### config.mk
export PLATFORM = sky130hd
export DESIGN_NAME = spi_regfile_peripheral_flat
export DESIGN_NICKNAME = d
export VERILOG_FILES = /design/src/rtl/spi_pkg.sv /design/src/rtl/spi_regfile_peripheral_if.sv /design/src/rtl/spi_sync3.sv /design/src/rtl/spi_regfile_peripheral.sv /design/src/flat_wrapper.sv
export SDC_FILE = /design/constraint.sdc
export NUM_CORES = 1
export LEC_CHECK = 0
export CAP_MARGIN = 20
export CORE_MARGIN = 2
export CORE_UTILIZATION = 50
export DETAILED_ROUTE_END_ITERATION = 10
export PLACE_DENSITY = 0.81
export SYNTH_ARGS = -nofsm -noshare
export SYNTH_HDL_FRONTEND = slang
export SYNTH_HIERARCHICAL = 1
export SYNTH_SLANG_ARGS = --single-unit
### constraint.sdc
create_clock -name clk -period 2.9 [get_ports clk]
set_input_delay 0.87 -clock clk [delete_from_list [all_inputs] [get_ports clk]]
set_output_delay 0.87 -clock clk [all_outputs]
set_load 0.01 [all_outputs]
### src/rtl/spi_pkg.sv
// spi_pkg: shared FSM state type and frame-width helper for the SPI register-file peripheral
package spi_pkg;
   typedef enum logic [2:0] {IDLE, CMD, WDATA, RDATA, DONE} state_t;
   function automatic int frame_w(input int addr_w, input int data_w);
      return 1 + addr_w + data_w;
   endfunction
endpackage

### src/rtl/spi_regfile_peripheral_if.sv
// spi_regfile_peripheral_if: SPI pins plus register-file status outputs of the peripheral
interface spi_regfile_peripheral_if #(
   parameter int ADDR_W   = 7,
   parameter int DATA_W   = 8,
   parameter int NUM_REGS = 5,
   parameter int ERR_W    = 8
);
   logic                       ncs, sclk, copi, cipo, cipo_oe, wr_stb, busy;
   logic [NUM_REGS*DATA_W-1:0] regs_out;
   logic [ADDR_W-1:0]          wr_addr;
   logic [ERR_W-1:0]           err_cnt;
   modport master (output ncs, sclk, copi, input cipo, cipo_oe, regs_out, wr_stb, wr_addr, busy, err_cnt);
   modport slave (input ncs, sclk, copi, output cipo, cipo_oe, regs_out, wr_stb, wr_addr, busy, err_cnt);
endinterface

### src/rtl/spi_sync3.sv
// spi_sync3: 2-flop synchroniser plus a third flop for edge detection on one SPI input
module spi_sync3 #(
   parameter logic RST_VAL = 1'b0
) (
   input  logic clk,
   input  logic rst_n,
   input  logic d_i,
   output logic q_o,
   output logic rise_o,
   output logic fall_o
);
   logic [2:0] s_q;
   // shift the asynchronous input through three flops, reset to the line's idle level
   always_ff @(posedge clk) begin
      if (!rst_n) s_q <= {3{RST_VAL}};
      else s_q <= {s_q[1:0], d_i};
   end
   assign q_o    = s_q[1];
   assign rise_o = s_q[1] & ~s_q[2];
   assign fall_o = ~s_q[1] & s_q[2];
endmodule

### src/rtl/spi_regfile_peripheral.sv
// spi_regfile_peripheral: mode-0 SPI peripheral exposing a small write/read register file
module spi_regfile_peripheral
   import spi_pkg::*;
#(
   parameter int ADDR_W   = 7,
   parameter int DATA_W   = 8,
   parameter int NUM_REGS = 5,
   parameter int ERR_W    = 8
) (
   input  logic                     clk,
   input  logic                     rst_n,
   spi_regfile_peripheral_if.slave  spi
);
   localparam int FRAME_W = frame_w(ADDR_W, DATA_W);
   localparam int CMD_W   = 1 + ADDR_W;
   localparam int CW      = $clog2(FRAME_W + 1);
   state_t                     state_q, state_d;
   logic [CW-1:0]              cnt_q, cnt_d;
   logic [FRAME_W-1:0]         sh_q, sh_d;
   logic [DATA_W-1:0]          out_q, out_d;
   logic [ADDR_W-1:0]          addr_q, addr_d, wr_addr_q, wr_addr_d;
   logic                       rw_q, rw_d, ovr_q, ovr_d, wr_stb_q, wr_stb_d;
   logic [ERR_W-1:0]           err_q, err_d;
   logic [NUM_REGS*DATA_W-1:0] regs_q, regs_d;
   logic                       ncs_s, ncs_r, ncs_f, sclk_s, sclk_r, sclk_f, copi_s, copi_r, copi_f;
   logic                       unused_ok;
   spi_sync3 #(.RST_VAL(1'b1)) u_ncs (.clk(clk), .rst_n(rst_n), .d_i(spi.ncs), .q_o(ncs_s), .rise_o(ncs_r), .fall_o(ncs_f));
   spi_sync3 #(.RST_VAL(1'b0)) u_sclk (.clk(clk), .rst_n(rst_n), .d_i(spi.sclk), .q_o(sclk_s), .rise_o(sclk_r), .fall_o(sclk_f));
   spi_sync3 #(.RST_VAL(1'b0)) u_copi (.clk(clk), .rst_n(rst_n), .d_i(spi.copi), .q_o(copi_s), .rise_o(copi_r), .fall_o(copi_f));
   assign unused_ok = ^{ncs_s, sclk_s, copi_r, copi_f, sh_q[FRAME_W-1]};
   // frame sequencing: ncs edges take priority over sclk edges; commit or count errors on ncs release
   always_comb begin
      state_d   = state_q;
      cnt_d     = cnt_q;
      sh_d      = sh_q;
      out_d     = out_q;
      addr_d    = addr_q;
      rw_d      = rw_q;
      ovr_d     = ovr_q;
      regs_d    = regs_q;
      wr_addr_d = wr_addr_q;
      wr_stb_d  = 1'b0;
      err_d     = err_q;
      if (state_q != IDLE && ncs_r) begin
         state_d = IDLE;
         if (cnt_q != CW'(FRAME_W) || ovr_q) err_d = err_q + ERR_W'(err_q != '1);
         else if (rw_q)
            for (int i = 0; i < NUM_REGS; i++)
               if (ADDR_W'(i) == addr_q) begin
                  regs_d[i*DATA_W +: DATA_W] = sh_q[DATA_W-1:0];
                  wr_addr_d = addr_q;
                  wr_stb_d  = 1'b1;
               end
      end else if (state_q == IDLE && ncs_f) begin
         state_d = CMD;
         cnt_d   = '0;
         ovr_d   = 1'b0;
      end else if (state_q == DONE && sclk_r) begin
         ovr_d = 1'b1;
      end else if (state_q != IDLE && state_q != DONE) begin
         if (sclk_r) begin
            sh_d  = {sh_q[FRAME_W-2:0], copi_s};
            cnt_d = cnt_q + CW'(1);
            if (cnt_d == CW'(CMD_W)) begin
               rw_d    = sh_d[ADDR_W];
               addr_d  = sh_d[ADDR_W-1:0];
               state_d = sh_d[ADDR_W] ? WDATA : RDATA;
               out_d   = '0;
               for (int i = 0; i < NUM_REGS; i++)
                  if (ADDR_W'(i) == sh_d[ADDR_W-1:0]) out_d = regs_q[i*DATA_W +: DATA_W];
            end
            if (cnt_d == CW'(FRAME_W)) state_d = DONE;
         end else if (sclk_f && state_q == RDATA && cnt_q != CW'(CMD_W)) begin
            // the falling edge right after the last address bit must keep the MSB on cipo
            out_d = {out_q[DATA_W-2:0], 1'b0};
         end
      end
   end
   // state and datapath registers
   always_ff @(posedge clk) begin
      if (!rst_n) begin
         state_q   <= IDLE;
         cnt_q     <= '0;
         sh_q      <= '0;
         out_q     <= '0;
         addr_q    <= '0;
         rw_q      <= 1'b0;
         ovr_q     <= 1'b0;
         regs_q    <= '0;
         wr_addr_q <= '0;
         wr_stb_q  <= 1'b0;
         err_q     <= '0;
      end else begin
         state_q   <= state_d;
         cnt_q     <= cnt_d;
         sh_q      <= sh_d;
         out_q     <= out_d;
         addr_q    <= addr_d;
         rw_q      <= rw_d;
         ovr_q     <= ovr_d;
         regs_q    <= regs_d;
         wr_addr_q <= wr_addr_d;
         wr_stb_q  <= wr_stb_d;
         err_q     <= err_d;
      end
   end
   assign spi.cipo_oe  = state_q == RDATA;
   assign spi.cipo     = spi.cipo_oe & out_q[DATA_W-1];
   assign spi.busy     = state_q != IDLE;
   assign spi.regs_out = regs_q;
   assign spi.wr_stb   = wr_stb_q;
   assign spi.wr_addr  = wr_addr_q;
   assign spi.err_cnt  = err_q;
endmodule

### src/flat_wrapper.sv
// flat-port wrapper written by rule: the top's interface ports become plain ports
module spi_regfile_peripheral_flat import spi_pkg::*;
#(
   parameter int ADDR_W   = 7,
   parameter int DATA_W   = 8,
   parameter int NUM_REGS = 5,
   parameter int ERR_W    = 8
)
  (clk, rst_n, spi_ncs, spi_sclk, spi_copi, spi_cipo, spi_cipo_oe, spi_regs_out, spi_wr_stb, spi_wr_addr, spi_busy, spi_err_cnt);
  spi_regfile_peripheral_if #(.ADDR_W(ADDR_W), .DATA_W(DATA_W), .NUM_REGS(NUM_REGS), .ERR_W(ERR_W)) spi_i ();
  input  logic clk;
  input  logic rst_n;
  input wire logic [$bits(spi_i.ncs)-1:0] spi_ncs;
  input wire logic [$bits(spi_i.sclk)-1:0] spi_sclk;
  input wire logic [$bits(spi_i.copi)-1:0] spi_copi;
  output wire logic [$bits(spi_i.cipo)-1:0] spi_cipo;
  output wire logic [$bits(spi_i.cipo_oe)-1:0] spi_cipo_oe;
  output wire logic [$bits(spi_i.regs_out)-1:0] spi_regs_out;
  output wire logic [$bits(spi_i.wr_stb)-1:0] spi_wr_stb;
  output wire logic [$bits(spi_i.wr_addr)-1:0] spi_wr_addr;
  output wire logic [$bits(spi_i.busy)-1:0] spi_busy;
  output wire logic [$bits(spi_i.err_cnt)-1:0] spi_err_cnt;
  assign spi_i.ncs = spi_ncs;
  assign spi_i.sclk = spi_sclk;
  assign spi_i.copi = spi_copi;
  assign spi_cipo = spi_i.cipo;
  assign spi_cipo_oe = spi_i.cipo_oe;
  assign spi_regs_out = spi_i.regs_out;
  assign spi_wr_stb = spi_i.wr_stb;
  assign spi_wr_addr = spi_i.wr_addr;
  assign spi_busy = spi_i.busy;
  assign spi_err_cnt = spi_i.err_cnt;
  spi_regfile_peripheral #(.ADDR_W(ADDR_W), .DATA_W(DATA_W), .NUM_REGS(NUM_REGS), .ERR_W(ERR_W)) u_core (.clk(clk), .rst_n(rst_n), .spi(spi_i));
endmodule
==> results of run 1 <==
routing by layer:
metal  share of wire  up-vias  global-route usage  wire length [um]
li1                -     1654                   -                 -
met1            0.47     1660               0.325              4720
met2            0.47      116               0.344              4670
met3           0.049       11              0.0266               491
met4           0.013        0              0.0893               133
met5               0        -                   0                 0
final cells by class:
cell class / count / area share
clock buffers: 9 / 0.0241
clock inverters: 7 / 0.00902
inverters: 13 / 0.00950
multi-input cells: 310 / 0.416
flip-flops and latches: 97 / 0.378
well taps: 105 / 0.0256
repair buffers: 72 / 0.137
registers in the layout, indices dropped and copies added, names as in the netlist:
register / count
u_core/spi.regs_out: 40
u_core/out_q: 8
u_core/sh_q: 8
u_core/spi.err_cnt: 8
u_core/addr_q: 7
u_core/spi.wr_addr: 7
u_core/cnt_q: 5
u_core/state_q: 3
u_core/u_ncs/s_q: 3
u_core/u_sclk/s_q: 3
u_core/u_copi/s_q: 2
u_core/ovr_q: 1
u_core/rw_q: 1
u_core/spi.wr_stb: 1
how the worst max path moves through the flow:
stage / end
after CTS: spi_cipo
after detailed placement: spi_cipo
final: spi_cipo
after floorplan: u_core/out_q[0]$_SDFFE_PN0P_
after global placement: spi_cipo
after global routing: spi_cipo
power groups by stage:
stage	combinational, mW	sequential, mW	clock, mW
floorplan	0.0404	1.37	0
global placement	0.0567	1.37	0
detailed placement	0.0576	1.37	0
CTS	0.0575	1.34	0.799
global route	0.0638	1.34	0.849
finish	0.0574	1.34	0.785
==> summary.txt, run 1 <==
Status - completed
Num rows - 33
Critical path's top delay family - buffers and inverters
Clock-pin transition on the worst setup and hold timing paths - 90 ps
R2r startpoint - u_core/addr_q[4]$_SDFFE_PN0P_
Worst-Skew Late Latency - 360 ps
Post-route ant nets - 0
CTS Buf Count - 9
Final setup viols - 0
RR Endpoint - u_core/spi.regs_out[28]$_SDFFE_PN0P_
Final instance count without filler cells - 613
Synthesized cell area - 4250 sq um
Filler cells - 677
Area grow syn2layout - 20.8%
Syn_area_per_cell - 9.45 sq um
Setup Fix Bufs, Post-CTS - 0
Final Wtd Congestion - 0.849
Clk network pwr share - 0.359
Detail-routed via count per cell - 5.61
Num ports - 64
Crit end category - output pin
Post-Route Setup TNS - 0 ps
Hold slack - 416 ps
Hold-fix buffers, CTS - 0
Vias - 3441
Slew HR - 0.378
Die width - 96.2 um
Port bufs - 63
Combinational share of power - 0.026
Pre-CTS WS - 574 ps
Post-Synthesis Cells - 450
GRT Util Overall - 0.226
Worst Path Buf+Inv - 1
Crit-path cells - nand2_1 -> nor2_1 -> and2_1 -> clkdlybuf4s50_1
Commonest non-fill, non-tap cell in the layout - dfxtp_1
Global-route wire length before repair - 16000 um
Worst Hold Class - flip-flop to flip-flop
Hold path depth - 1
Hold Path Origin - u_core/u_ncs/s_q[0]$_SDFF_PN1_
Actual slew at the worst max-slew pin - 929 ps
Initial DRC count - 319
CP peak stage delay - 530 ps
Placed insts - 597
Peak supply drop - 0.000260 V
Clock skew - 13.5 ps
Worst endpoint data arrival time - 1830 ps
WS Path Type - flip-flop to output pin
CTS tree - built
Switching Fraction - 0.238
First-pass DRT Iterations - 5
FMAX - 370 MHz
CP startpoint - u_core/state_q[0]$_SDFFE_PP0P_
Initial antenna violation count - 0
WL final - 10000 um
Seq pwr share - 0.614
Nets - 513
Maxcap violations - 0
Multi-input gate area - 2140 sq um
Total global routing overflow - 0
Slowest cell on crit path - clkdlybuf4s50_1
Fin crit share - 0.933
Worst setup margin - 195 ps
Clock Sinks - 97
Critical path data required time - 2030 ps
Register Area - 1940 sq um
DPL Wire Length - 6910 um
Worst-path fanout max - 7
Final hold violation count - 0
Net switching power - 520 uW
Hold endpoint - u_core/u_ncs/s_q[1]$_SDFF_PN1_
H-tree Lvls - 3
Clk buf depth - 2
Tmin final - 2700 ps
R2r worst-path depth - 5
Leak - 1.86 nW
Number of global-route vias before repair - 3108
Synth warn - 6
Fin util - 0.625
Slew Limit Fails - 0
Share of layout cells above drive strength 1 - 0.0827
CTS Root Cell - clkbuf_8
Post_cts resized - 0
FF-to-FF setup slack - 570 ps
Largest net degree at the start of global routing - 52
Critical path depth - 4
Placed inst area - 4960 sq um
Antenna fix cells - 0
Fin area - 5130 sq um
Die area - 9260 sq um
PD cells - 426 nW/um^2
Final Power - 2.19 mW
WL per Instance - 16.3 um
Mapped Nets - 460
Initial Utilization - 0.517
Cell Int Power - 1.67 mW
Core area - 8220 sq um
Number of remaining DRC errors - 0
Die Ht - 96.2 um
Critical path launch point type - flip-flop
Highest-count cells in the layout ignoring fill and taps - 97 x dfxtp_1, 62 x clkdlybuf4s50_1, 62 x nand2_1, 57 x nor2_1, 54 x mux2i_1
RSZ-0062 raised after global routing - no
(Power assumes the default switching activity.)
==> run 2: changes to the inputs <==
Settings changed: RECOVER_POWER from default to 100, SYNTH_HIERARCHICAL 1 to default.
==> summary.txt, run 2 <==
Clk network pwr share - 0.408 (+0.049)
Hold slack - 420 ps (+4.60 ps)
Total global routing overflow - 0 (unchanged)
Final setup viols - 0 (unchanged)
Actual slew at the worst max-slew pin - 971 ps (+42.3 ps)
PD cells - 468 nW/um^2 (+10%)
Global-route wire length before repair - 17200 um (+7.6%)
Max FFs per register - 40 (unchanged)
Combinational share of power - 0.038 (+0.012)
Final Wtd Congestion - 0.846 (-0.41%)
Status - completed
Synthesized cell area - 4290 sq um (+0.97%)
CTS Root Cell - clkbuf_8
Post-Route Setup TNS - 0 ps (unchanged)
Clock Sinks - 97 (unchanged)
Top-area cell type share of the netlist area - 0.452
Mapped Nets - 477 (+3.7%)
Synth warn - 0 (-6)
Critical path data required time - 3170 ps (+1140 ps)
Number of remaining DRC errors - 0 (unchanged)
Peak supply drop - 0.000302 V (+16%)
Maxcap violations - 0 (unchanged)
Highest-count cells in the layout ignoring fill and taps - 97 x dfxtp_1, 88 x nor2_1, 59 x mux2i_1, 59 x dlygate4sd3_1, 40 x nand2_1
WS Path Type - primary input to flip-flop
EDFF count, synth - 0
Critical path launch point type - primary input
Area contributors post-synth - dfxtp_1 45%, mux2i_1 14%, nor2_1 7.7%
Top sig layer - met4
Cell taking the most area after synthesis - dfxtp_1
Initial DRC count - 255 (-20%)
Initial Utilization - 0.520 (+0.00241)
Port bufs - 63 (unchanged)
Nets - 527 (+2.7%)
Met2 WL - 5060 um (+8.5%)
Fin crit share - 0.928 (-0.00452)
RSZ-0062 raised after global routing - no
Die width - 96.7 um (+0.47%)
Post-Synthesis Cells - 468 (+4.0%)
Most frequent cells after synthesis - 97 x dfxtp_1, 88 x nor2_1, 59 x mux2i_1
Setup Fix Bufs, Post-CTS - 0 (unchanged)
Switching Fraction - 0.218 (-0.0198)
Num ports - 64 (unchanged)
Tmin final - 2690 ps (-13.1 ps)
Final hold violation count - 0 (unchanged)
Share of layout cells above drive strength 1 - 0.0918 (+0.00910)
Antenna fix cells - 0 (unchanged)
FMAX - 372 MHz (+0.49%)
Seq/Total Area, Yosys - 0.452
Largest net degree at the start of global routing - 53 (+1.9%)
Initial antenna violation count - 0 (unchanged)
Number of synthesized register bits - 97
Count leader, synth - dfxtp_1
CTS Buf Count - 9 (unchanged)
Area grow syn2layout - 21.3%
Final Power - 2.44 mW (+12%)
H-tree Lvls - 3 (unchanged)
Post_cts resized - 0 (unchanged)
Worst-Skew Late Latency - 370 ps (about the same)
Post-route ant nets - 0 (unchanged)
Worst Hold Class - flip-flop to flip-flop
Die area - 9340 sq um (+0.94%)
Die Ht - 96.7 um (+0.47%)
WL final - 10400 um (+4.2%)
Cell Int Power - 1.91 mW (+14%)
DPL Wire Length - 7160 um (+3.7%)
Slew HR - 0.352 (-0.0259)
Worst endpoint data arrival time - 2960 ps (+1130 ps)
Most common flop cell mapped by yosys - dfxtp_1
Clock skew - 11.1 ps (-2.41 ps)
Hold-fix buffers, CTS - 0 (unchanged)
Number of global-route vias before repair - 3552 (+14%)
Seq pwr share - 0.553 (-0.061)
Clock-pin transition on the worst setup and hold timing paths - 90 ps (about the same)
GRT Util Overall - 0.223 (-0.00252)
CTS tree - built
Leak - 2.14 nW (+16%)
Commonest non-fill, non-tap cell in the layout - dfxtp_1
Core area - 8260 sq um (+0.50%)
Met3 WL - 511 um (+4.1%)
Slew Limit Fails - 0 (unchanged)
Vias - 3632 (+5.6%)
Clk buf depth - 2 (unchanged)
WL per Instance - 16.6 um (+1.7%)
Worst-path fanout max - 49 (+42)
Distinct cells, synth - 52
Crit end category - flip-flop
Ys async rst share - 0
Num rows - 33 (unchanged)
First-pass DRT Iterations - 5 (unchanged)
Net switching power - 532 uW (+2.2%)
Detail-routed via count per cell - 5.78 (+3.0%)
WL met1 - 4720 um (-0.13%)
Syn_area_per_cell - 9.17 sq um (-2.9%)
-- run 2: cell count changes in the layout (fill, tap and decap cells not counted), moves of 8 or more --
cell	before	now
dlygate4sd3_1	0	59
clkdlybuf4s50_1	62	4
nor2_1	57	88
nand2_1	62	40
o21ai_1	11	1
a31o_2	0	9
inv_1	13	4
a211oi_1	0	8
a21boi_0	0	8
o22ai_1	0	8
-- run 2: cells by family after synthesis --
group | after synthesis | share of synthesized area
AND/OR/NAND/NOR | 187 | 0.212
flip-flops | 97 | 0.452
AO/OA/AOI/OAI | 71 | 0.127
multiplexers | 60 | 0.140
buffers and inverters | 39 | 0.0370
XOR/XNOR | 10 | 0.0204
adder cells (fa/ha/maj) | 4 | 0.0117
-- run 2: area by class of cell --
type                            instances  area [sq um]
Inverter                                5          18.8
Tap cell                              105           131
Clock buffer                           12           155
Timing Repair Buffer                   73           703
Sequential cell                        97          1940
Fill cell                             693          3050
Clock inverter                          4          73.8
Multi-Input combinational cell        332          2180
-- run 2: final timing paths --
kind	slack, ps	startpoint	endpoint	cells after the start
setup / recovery	210	rst_n	u_core.state_q[1]$_SDFFE_PP0P_	4
hold reg to reg	420	u_core.u_ncs.s_q[0]$_SDFF_PN1_	u_core.u_ncs.s_q[1]$_SDFF_PN1_	1
hold / removal	420	u_core.u_ncs.s_q[0]$_SDFF_PN1_	u_core.u_ncs.s_q[1]$_SDFF_PN1_	1
setup reg to reg	300	u_core.cnt_q[4]$_SDFFE_PN0P_	u_core.spi.regs_out[8]$_SDFFE_PN0P_	6
-- run 2: routing by layer --
| layer | up-vias | global-route usage |
|---|---|---|
| li1 | 1754 | - |
| met1 | 1760 | 0.285 |
| met2 | 105 | 0.376 |
| met3 | 13 | 0.0470 |
| met4 | 0 | 0.0748 |
| met5 | - | 0 |
-- run 2: metrics by stage --
stage	setup slack (ps)	instance area, sq um	cells	util
2_1_floorplan	1010	4290	468	-
3_3_place_gp	593	5010	612	0.607
3_5_place_dp	569	5010	612	0.607
4_1_cts	215	5240	628	0.635
5_1_grt	65.7	5210	628	0.630
6_report	208	5210	628	0.630
-- run 2: worst max-delay path, cell delays in order --
cell	delay, ps
dlygate4sd3_1	520
clkbuf_2	720
o21ai_1	460
nor4_1	370
-- run 2: power by group through the flow --
stage                     logic [mW]  clock network (mW)  registers (mW)
after detailed placement      0.0966                   0            1.38
after floorplan               0.0640                   0            1.38
after global placement        0.0936                   0            1.38
after CTS                     0.0972                1.01            1.35
final                         0.0937               0.995            1.35
after global routing           0.103                1.06            1.35
==> run 3: changes to the inputs <==
--- a/config.mk
+++ b/config.mk
@@ -6,5 +6,5 @@
 export NUM_CORES = 1
 export LEC_CHECK = 0
-export CAP_MARGIN = 20
+export CAP_MARGIN = 30
 export CORE_MARGIN = 2
 export CORE_UTILIZATION = 50
@@ -15,2 +15,3 @@
 export SYNTH_HDL_FRONTEND = slang
 export SYNTH_SLANG_ARGS = --single-unit
+export TNS_END_PERCENT = 50
==> constraint.sdc (replaced) <==
create_clock -name clk -period 2.9 [get_ports clk]
set_input_delay 0.87 -clock clk [delete_from_list [all_inputs] [get_ports clk]]
set_output_delay 0.87 -clock clk [all_outputs]
set_load 0.05 [all_outputs]
==> summary.txt, run 3 (synthesized netlist as in run 2, its figures left out) <==
Largest net degree at the start of global routing - 53 (unchanged)
Worst-Skew Late Latency - 360 ps (about the same)
RSZ-0062 raised after global routing - no
Global-route wire length before repair - 16700 um (-3.0%)
Die Ht - 96.7 um (unchanged)
Max FFs per register - 40 (unchanged)
Clock-pin transition on the worst setup and hold timing paths - 90 ps (about the same)
Maxcap violations - 0 (unchanged)
Critical path data required time - 2030 ps (-1140 ps)
Met2 WL - 4820 um (-4.9%)
Initial Utilization - 0.520 (unchanged)
Pre-CTS WS - 448 ps (-121 ps)
Top sig layer - met4
Initial DRC count - 253 (-0.78%)
Actual slew at the worst max-slew pin - 1070 ps (+98.8 ps)
Critical path launch point type - flip-flop
Num ports - 64 (unchanged)
Crit-path cells - and3b_1 -> and2_1 -> clkdlybuf4s50_1
Worst-path fanout max - 7 (-86%)
Fin crit share - 0.972 (+0.0434)
Tmin final - 2820 ps (+126 ps)
Number of global-route vias before repair - 3379 (-4.9%)
Highest-count cells in the layout ignoring fill and taps - 97 x dfxtp_1, 88 x nor2_1, 59 x mux2i_1, 58 x dlygate4sd3_1, 40 x nand2_1
PD cells - 467 nW/um^2 (-0.25%)
Die width - 96.7 um (unchanged)
Crit end category - output pin
Core area - 8260 sq um (unchanged)
Antenna fix cells - 0 (unchanged)
First-pass DRT Iterations - 5 (unchanged)
Num rows - 33 (unchanged)
Worst setup margin - 82.3 ps (-126 ps)
Slew Limit Fails - 0 (unchanged)
Final hold violation count - 0 (unchanged)
CTS Buf Count - 9 (unchanged)
Port bufs - 63 (unchanged)
GRT Util Overall - 0.218 (-0.00485)
Area grow syn2layout - 20.4%
WS Path Type - flip-flop to output pin
Slowest cell on crit path - clkdlybuf4s50_1
Detail-routed via count per cell - 5.79 (+0.10%)
Vias - 3630 (-0.055%)
Nets - 526 (-0.19%)
Final Wtd Congestion - 0.949 (+12%)
Clk buf depth - 2 (unchanged)
WL per Instance - 16.4 um (-1.0%)
Leak - 2.11 nW (-1.4%)
Commonest non-fill, non-tap cell in the layout - dfxtp_1
Clock skew - 7.69 ps (-3.41 ps)
Worst endpoint data arrival time - 1950 ps (-1010 ps)
Initial antenna violation count - 0 (unchanged)
Number of remaining DRC errors - 0 (unchanged)
Slew HR - 0.287 (-0.0659)
Status - completed
CP peak stage delay - 790 ps (+70 ps)
Post-route ant nets - 0 (unchanged)
Filler cells - 723 (+4.3%)
Peak supply drop - 0.000260 V (-14%)
FMAX - 355 MHz (-4.5%)
Share of layout cells above drive strength 1 - 0.0805 (-0.0113)
WL final - 10300 um (-1.2%)
Met3 WL - 618 um (+21%)
Worst Hold Class - flip-flop to flip-flop
Total global routing overflow - 0 (unchanged)
Post-Route Setup TNS - 0 ps (unchanged)
Final Power - 2.41 mW (-0.95%)
CTS Root Cell - clkbuf_8
Final setup viols - 0 (unchanged)
DPL Wire Length - 7070 um (-1.3%)
Die area - 9340 sq um (unchanged)
H-tree Lvls - 3 (unchanged)
WL met1 - 4710 um (-0.28%)
Clock Sinks - 97 (unchanged)
CTS tree - built
## run 3: worst paths after layout
| check | start | end | slack [ps] | cells past startpoint |
|---|---|---|---|---|
| worst max register to register | u_core.cnt_q[0]$_SDFFE_PN0P_ | u_core.addr_q[2]$_SDFFE_PN0P_ | 300 | 6 |
| worst min register to register | u_core.u_ncs.s_q[0]$_SDFF_PN1_ | u_core.u_ncs.s_q[1]$_SDFF_PN1_ | 420 | 1 |
| worst max-delay path | u_core.state_q[1]$_SDFFE_PP0P_ | spi_cipo | 80 | 3 |
| worst min-delay path | u_core.u_ncs.s_q[0]$_SDFF_PN1_ | u_core.u_ncs.s_q[1]$_SDFF_PN1_ | 420 | 1 |
## run 3: final cells by class
class,count,area (sq um),share of cell area
multi-input cells,332,2180,0.422
flip-flops and latches,97,1940,0.376
repair buffers,72,677,0.131
clock buffers,12,145,0.0281
well taps,105,131,0.0254
clock inverters,4,76.3,0.0148
inverters,5,18.8,0.00363
## run 3: what timing repair did
action                     4_1_cts  5_1_grt
hold buffers                     0        0
setup endpoints to repair        0        1
gates resized for setup          0        1
setup buffers                    0        0
## run 3: report_power, final
group | internal [mW] | switching [mW] | leakage (nW)
clock network | 0.512 | 0.457 | 0.107
logic | 0.0273 | 0.0678 | 1.22
registers | 1.34 | 0.0114 | 0.783
total | 1.88 | 0.537 | 2.11
## run 3: routing by layer
layer,vias up,global-route usage
li1,1749,-
met3,17,0.0368
met1,1730,0.296
met2,134,0.351
met4,0,0.0802
met5,-,0
## run 3: through the flow
| step | utilization | cells | cell area (sq um) | hold slack [ps] |
|---|---|---|---|---|
| after floorplan | - | 468 | 4290 | 386 |
| after global placement | 0.606 | 611 | 5010 | 400 |
| after detailed placement | 0.606 | 611 | 5010 | 405 |
| after CTS | 0.633 | 627 | 5230 | 430 |
| after global routing | 0.626 | 627 | 5170 | 436 |
| final | 0.626 | 627 | 5170 | 422 |
## run 3: critical path: cells and delay by family, from the launching register on
kind / cells / cell delay (ps)
buffers and inverters: 1 / 790
DFF: 1 / 440
and+or+nand+nor: 2 / 360
